File: src/rtl/clk_div_switch.sv
// rtl/clk_div_switch.sv - glitch-free clock divider with handshaked ratio switching
// Ratio changes take effect only at a falling edge of clk_out.
module clk_div_switch #(
   parameter int NUM_RATIOS = 4,
   parameter int CNT_W      = 8
) (
   input  logic                        clk,
   input  logic                        rst_n,
   input  logic [NUM_RATIOS*CNT_W-1:0] div_cfg,
   input  logic [NUM_RATIOS-1:0]       sel,
   input  logic                        sel_valid,
   output logic                        sel_ready,
   output logic                        sel_err,
   output logic                        switch_done,
   output logic [NUM_RATIOS-1:0]       active_sel,
   output logic                        clk_out,
   output logic                        clk_en
);

   typedef enum logic [1:0] {S_INIT, S_RUN, S_PEND} state_t;

   localparam logic [CNT_W-1:0]      CNT_ONE = {{(CNT_W-1){1'b0}}, 1'b1};
   localparam logic [NUM_RATIOS-1:0] SEL_ONE = {{(NUM_RATIOS-1){1'b0}}, 1'b1};

   state_t                r_state;
   logic [CNT_W-1:0]      r_cnt;
   logic [CNT_W-1:0]      r_cur_h;
   logic [CNT_W-1:0]      r_pend_h;
   logic [NUM_RATIOS-1:0] r_pend_sel;
   logic [NUM_RATIOS-1:0] r_active_sel;
   logic                  r_clk_out;
   logic                  r_clk_en;
   logic                  r_sel_ready;
   logic                  r_sel_err;
   logic                  r_switch_done;

   logic [CNT_W-1:0]      w_req_h;
   logic [CNT_W-1:0]      w_h0;
   logic                  w_onehot;
   logic                  w_cfg_ok;
   logic                  w_accept;
   logic                  w_last;

   // sel is only trusted when one-hot, so OR-ing the selected slices is a mux
   always_comb begin
      w_req_h = '0;
      for (int k = 0; k < NUM_RATIOS; k++) begin
         if (sel[k]) begin
            w_req_h = w_req_h | div_cfg[k*CNT_W +: CNT_W];
         end
      end
   end

   assign w_h0     = div_cfg[CNT_W-1:0];
   assign w_onehot = (sel != '0) && ((sel & (sel - SEL_ONE)) == '0);
   assign w_cfg_ok = w_onehot && (w_req_h != '0);
   assign w_accept = sel_valid && r_sel_ready;
   assign w_last   = (r_cnt == (r_cur_h - CNT_ONE));

   always_ff @(posedge clk or negedge rst_n) begin
      if (!rst_n) begin
         r_state       <= S_INIT;
         r_cnt         <= '0;
         r_cur_h       <= '0;
         r_pend_h      <= '0;
         r_pend_sel    <= SEL_ONE;
         r_active_sel  <= SEL_ONE;
         r_clk_out     <= 1'b0;
         r_clk_en      <= 1'b0;
         r_sel_ready   <= 1'b0;
         r_sel_err     <= 1'b0;
         r_switch_done <= 1'b0;
      end else begin
         r_clk_en      <= 1'b0;
         r_sel_err     <= 1'b0;
         r_switch_done <= 1'b0;
         case (r_state)
            S_INIT: begin
               if (w_h0 != '0) begin
                  r_cur_h     <= w_h0;
                  r_cnt       <= '0;
                  r_state     <= S_RUN;
                  r_sel_ready <= 1'b1;
               end
            end
            S_RUN, S_PEND: begin
               if (w_last) begin
                  r_cnt     <= '0;
                  r_clk_out <= ~r_clk_out;
                  r_clk_en  <= ~r_clk_out;
               end else begin
                  r_cnt <= r_cnt + CNT_ONE;
               end
               if (r_state == S_RUN && w_accept) begin
                  if (w_cfg_ok) begin
                     r_pend_sel  <= sel;
                     r_pend_h    <= w_req_h;
                     r_state     <= S_PEND;
                     r_sel_ready <= 1'b0;
                  end else begin
                     r_sel_err <= 1'b1;
                  end
               end
               // new ratio starts with the low phase that this falling edge opens
               if (r_state == S_PEND && w_last && r_clk_out) begin
                  r_cur_h       <= r_pend_h;
                  r_active_sel  <= r_pend_sel;
                  r_switch_done <= 1'b1;
                  r_state       <= S_RUN;
                  r_sel_ready   <= 1'b1;
               end
            end
            default: r_state <= S_INIT;
         endcase
      end
   end

   assign sel_ready   = r_sel_ready;
   assign sel_err     = r_sel_err;
   assign switch_done = r_switch_done;
   assign active_sel  = r_active_sel;
   assign clk_out     = r_clk_out;
   assign clk_en      = r_clk_en;

endmodule

File: config.mk
export PLATFORM = sky130hd
export DESIGN_NAME = clk_div_switch
export DESIGN_NICKNAME = d
export VERILOG_FILES = /design/src/rtl/clk_div_switch.sv
export SDC_FILE = /design/constraint.sdc
export NUM_CORES = 1
export LEC_CHECK = 0
export CAP_MARGIN = 20
export CORE_UTILIZATION = 40
export DETAILED_ROUTE_END_ITERATION = 10
export PLACE_DENSITY = 0.65
export SETUP_SLACK_MARGIN = 0.02
export SLEW_MARGIN = 10
export SYNTH_ARGS = -nofsm -noshare
export SYNTH_HDL_FRONTEND = slang
export SYNTH_SLANG_ARGS = --single-unit
File: constraint.sdc
create_clock -name clk -period 2.7 [get_ports clk]
set_clock_uncertainty 0.1 [all_clocks]
set_input_delay 0.81 -clock clk [delete_from_list [all_inputs] [get_ports clk]]
set_output_delay 0.81 -clock clk [all_outputs]
set_load 0.05 [all_outputs]
==> results of run 1 <==
power by group through the flow:
stage                     Sequential [mW]  Clock (mW)  Combinational, mW
final                               0.987       0.513               1.64
after global routing                 1.02       0.551               1.78
after CTS                           0.984       0.521               1.56
after detailed placement            0.991           0               1.50
after floorplan                     0.978           0               1.06
after global placement              0.989           0               1.47
cells in the mapped netlist (all sizes together), types with 6 or more instances:
cell type / instances
a22oi: 17
clkbuf: 6
ha: 6
nor3: 9
o21ai: 9
dfrtp: 37
nor2: 6
nand2: 21
mux2: 27
inv: 16
nand3: 6
a21oi: 9
mux2i: 6
kinds of logic after synthesis:
logic type                 after synthesis  share of synthesized area
and+or+nand+nor                         59                     0.1289
AOI/OAI and AO/OA                       57                     0.1808
DFF                                     39                     0.4184
muxes                                   33                     0.1637
buffers and inverters                   24                    0.04227
xor gates and xnor gates                 9                    0.03371
adders and majority gates                6                    0.03210
registers in the layout (all words and copies together) (netlist names), 2 cells and up:
signal,cells
active_sel,4
r_state,2
r_cur_h,8
r_pend_sel,4
r_cnt,8
r_pend_h,8
final cells by class:
class | count | share of cell area
multi-input cells | 164 | 0.3872
clock inverters | 2 | 0.01016
well taps | 72 | 0.02612
flip-flops and latches | 39 | 0.2837
repair buffers | 92 | 0.2515
clock buffers | 6 | 0.02395
inverters | 16 | 0.01742
path summary, 6_finish.rpt:
check	slack, ps	cells after the start	end
setup / recovery	50	11	r_pend_h[2]$_DFFE_PN0P_
hold / removal	390	1	clk_en$_DFF_PN0_
setup reg to reg	180	9	r_cur_h[5]$_DFFE_PN0P_
hold reg to reg	390	1	clk_en$_DFF_PN0_
max in group asynchronous	1660	2	r_pend_sel[0]$_DFFE_PN1P_
min in group asynchronous	470	2	r_cur_h[4]$_DFFE_PN0P_
worst max-delay path: cells and delay by family:
family	cells	cell delay, ps
compound gates	1	210
buf+inv	8	1350
mux	1	260
simple gates	1	110
what timing repair did:
item / in CTS / in global routing
gates resized for setup: 21 / 1
pin swaps: 8 / 4
buffers inserted: 11 / 3
setup endpoints to repair: 13 / 14
gates cloned: 2 / 0
hold buffers: 0 / 0
cells in the final DEF, fill, tap and decap left out, types with 6 or more instances in the layout:
cell type and instances:
inv_1 16, clkdlybuf4s50_1 42, ha_1 6, nand3_1 6, a21oi_1 7, nor3_1 9
clkbuf_8 6, buf_4 37, mux2i_1 6, o21ai_0 8, mux2_2 22, nand2_1 20
dfrtp_1 37, a22oi_1 13
stage by stage:
| stage | setup TNS (ps) | worst slack, ps | utilization | cells |
|---|---|---|---|---|
| after floorplan | 0 | 95.80 | - | 227 |
| after global placement | -5669 | -397.4 | 0.5526 | 367 |
| after detailed placement | -7364 | -422.8 | 0.5526 | 367 |
| after CTS | 0 | 66.59 | 0.6119 | 388 |
| after global routing | 0 | 11.29 | 0.6186 | 391 |
| final | 0 | 48.91 | 0.6186 | 391 |
routing by layer:
metal | routed length, microns | vias up | track usage
met5 | 0 | - | 0
met2 | 2987 | 86 | 0.3605
met4 | 142 | 0 | 0.06667
met1 | 2791 | 1031 | 0.3066
li1 | - | 1027 | -
met3 | 305 | 16 | 0.03372
==> reports/metrics.cfg, run 1 <==
[floorplanning]
fp-row-count=27
core_sq_mm=0.005574
initial_utilization=0.4195
num_io_pins=48
die-area_sq_mm=0.006156
chipWidth_microns=78.46
die_h_microns=78.46

[logic_synthesis]
synth.avg_cell_area_sq_um=10.30
synth-seq-area-share=0.4184
yosysUniqueCellTypes=45
ys.flop_type=dfrtp_1
yosysTopAreaCellShare=0.3959
ys_warn_count=0
netlist.top_cell.by_area=dfrtp_1
synth_seq_cells=39
syn_nets=272
syn-cell-area_sq_mm=0.002338
ys_async_sr_fraction=1.000
syn_inst=227
synth_edf_count=0
ys_top_cells_by_area=dfrtp_1, mux2_2, a22oi_1, nand2_1, ha_1

[power]
p_per_area_mw_per_mm2=910.1
p_sw_frac=0.3797
clockPowerShare=0.164
p_leak_nw=1.513
power_frac_comb=0.522
p_seq_frac=0.315
p_total_mw=3.138
intPower_mw=1.947
peakVddDrop_uv=514.5
netSwitchingPower_mw=1.192

[worst_setup_path]
crit_path_end_kind=flop
arrival_ps=2730
crit_chain=clkdlybuf4s50_1, a22oi_2, nand2_2, buf_4, buf_4, buf_4, buf_4, buf_4, buf_4, buf_4, mux2_2
crit_slowest_cell=clkdlybuf4s50_1
path_max_fanout=2
crit_start=div_cfg[2]
crit_top_cell=buf_4
path_class=input pin to flop
r2r_start=r_cur_h[0]$_DFFE_PN0P_
startpoint_type=input pin
cpPeakStageDelay_ps=450
worstPathRequired_ps=2780

[timing]
finalSetupViolations=0
finalCritPeriodShare=0.9819
tightest_slew_ps=680.3
slew_headroom=0.5445
timing.fmax_mhz=377.2
holdWs_ps=394.7
rsz0062_at_grt=false
fin_crit_ps=2651
drv_slew=0
hold_viol=0

[run_status]
outcome=complete, no violations

[layout]
nets=363
drive_gt1_frac=0.3197
nFillCells=456
syn_to_final_growth_pct=47.46
multi_input_area_sq_mm=0.001335
seq_area_sq_um=978.4
fin_area_sq_mm=0.003448
n_antenna_cell=0

[clock_tree]
clkTransAtPathRegs_ps=80
cts_tree=done
numCtsBuffers=5
cts-root-buf=clkbuf_8
htreeDepth=2
clock_path_buffers=2
clock_latency_ps=290
cts.sinks=39

[place]
hpwl_mm=4.390
place_congestion=0.8286
placed_cell_area_sq_mm=0.003080
port_buffers=47

[routing]
vias_per_cell=5.524
drt_pass1_iterations=4
drt-initial-drc-count=165
drc=0
wl_per_cell_microns=15.93
ant_nets=0
routed_wl_mm=6.227
num_vias=2160

[global_routing]
gr-total-overflow=0
grt_pass1_vias=2159
grt_max_degree=40
antenna_found_initial=0
grt_usage=0.2226
grt_pass1_wl_mm=10.65

[run]
drv_cap=0

[min_path]
hold_class=flop to flop
hold_start=clk_out$_DFFE_PN0P_

No activity file was read; power rests on OpenSTA's default activity.
==> inputs of run 2 (changes only) <==
--- a/config.mk
+++ b/config.mk
@@ -9,6 +9,7 @@
 export CORE_UTILIZATION = 40
 export DETAILED_ROUTE_END_ITERATION = 10
 export PLACE_DENSITY = 0.65
+export REMOVE_ABC_BUFFERS = 1
 export SETUP_SLACK_MARGIN = 0.02
 export SLEW_MARGIN = 10
 export SYNTH_ARGS = -nofsm -noshare
==> run 2 against run 1 <==
Routed wire length shrank 0.34%. Power decreased by 5.0%. Final cell count decreased by 0.26%. First-iteration DRC count is 45% lower. Register-to-register slack lost 50 ps. Largest power group unchanged. Highest routed layer unchanged.
==> reports/metrics.cfg, run 2 (synthesized netlist as in run 1, its figures left out) <==
[timing]
fin_crit_ps=2641
slew_headroom=0.5406
rsz0062_at_grt=true
drv_slew=0
setup_tns_ps=0
tightest_slew_ps=686.1
finalSetupViolations=0
timing.fmax_mhz=378.6
finalCritPeriodShare=0.9782
hold_viol=0

[floorplanning]
initial_utilization=0.4195
num_io_pins=48
die_h_microns=78.46
die-area_sq_mm=0.006156
fp-row-count=27
core_sq_mm=0.005574
chipWidth_microns=78.46

[run]
drv_cap=0

[routing]
drc=0
drt_pass1_iterations=4
ant_nets=0
routed_wl_mm=6.206
vias_per_cell=5.305
num_vias=2069
wl_per_cell_microns=15.91
drt-initial-drc-count=90

[place]
placed_cell_area_sq_mm=0.003058
port_buffers=47
place_congestion=0.7993
hpwl_mm=4.518

[global_routing]
gr-total-overflow=0
antenna_found_initial=0
grt_pass1_vias=2120
grt_max_degree=23
grt_pass1_wl_mm=10.37
grt_usage=0.2190

[clock_tree]
clock_latency_ps=290
postCtsHoldBufs=0
numCtsBuffers=5
cts-root-buf=clkbuf_8
cts_tree=done
clock_path_buffers=2
htreeDepth=2
clkTransAtPathRegs_ps=70
cts.sinks=39

[min_path]
hold_class=input pin to async pin

[layout]
mostFrequentLayoutCells=clkdlybuf4s50_1, dfrtp_1, buf_4, mux2_2, nand2_1
top_regs=r_cnt (8), r_cur_h (8), r_pend_h (8)
drive_gt1_frac=0.3239
n_antenna_cell=0
fin_area_sq_mm=0.003422
final_common_cell=clkdlybuf4s50_1
syn_to_final_growth_pct=46.33
nFillCells=468
nets=362

[worst_setup_path]
crit_path_end_kind=flop
worstPathRequired_ps=2770
startpoint_type=input pin
path_buf_inv=3
path_max_fanout=4
cpPeakStageDelay_ps=440
cp_num_cells=9
crit_chain=clkdlybuf4s50_1, a22oi_2, nand2_1, nor4_4, a21bo_2, nor2_4, buf_6, buf_16, mux2_2
arrival_ps=2710
r2r_cells=6
path_class=input pin to flop
crit_family=buffers and inverters
crit_slowest_cell=clkdlybuf4s50_1

[power]
peakVddDrop_uv=555.2
p_per_area_mw_per_mm2=871.4
p_leak_nw=1.486

[run_status]
outcome=complete, no violations

run 2: what timing repair did:
action	4_1_cts	5_1_grt
gates resized for setup	22	12
endpoints found under the hold margin	0	0
setup endpoints to repair	13	24
pin swaps	7	11
cloned	2	0
setup buffers	7	8
run 2: metrics by stage:
stage / hold slack [ps] / util / std cells / setup slack (ps) / power [mW]
floorplan: 375.0 / - / 219 / -195.1 / 2.005
global placement: 390.7 / 0.5486 / 365 / -907.6 / 2.442
detailed placement: 392.8 / 0.5486 / 365 / -942.1 / 2.483
CTS: 386.2 / 0.5942 / 382 / 28.75 / 2.963
global route: 407.2 / 0.6139 / 390 / -3.533 / 3.200
finish: 377.1 / 0.6139 / 390 / 58.81 / 2.982
run 2: final timing paths:
kind | startpoint | end | slack (ps)
max | div_cfg[7] | r_pend_h[7]$_DFFE_PN0P_ | 60
min | rst_n | active_sel[3]$_DFFE_PN0P_ | 380
max reg2reg | r_cnt[7]$_DFFE_PN0P_ | r_state[0]$_DFFE_PN0P_ | 130
min reg2reg | clk_out$_DFFE_PN0P_ | clk_en$_DFF_PN0_ | 390
max in group asynchronous | rst_n | r_cnt[7]$_DFFE_PN0P_ | 1590
min in group clk | clk_out$_DFFE_PN0P_ | clk_en$_DFF_PN0_ | 390
run 2: where the power goes:
group	internal (mW)	total (mW)	switching (mW)
Clock	0.181	0.382	0.200
Combinational	0.824	1.62	0.795
Sequential	0.794	0.981	0.187
Total	1.80	2.98	1.18
run 2: layout make-up:
type                       instances  area [sq um]  share of cell area
tap                               72         90.09             0.02633
multi-input combinational        164          1361              0.3978
sequential                        39         978.4              0.2859
clock inverter                     1         5.005            0.001463
inverter                          16         60.06             0.01755
timing repair buffer              91         850.8              0.2486
clock buffer                       7         76.32             0.02230
run 2: layer usage:
metal	vias to the layer above	part of all wire	global-route usage
li1	1018	-	-
met1	1011	0.45	0.2871
met2	30	0.50	0.3693
met3	10	0.027	0.03140
met4	0	0.015	0.07222
met5	-	0	0
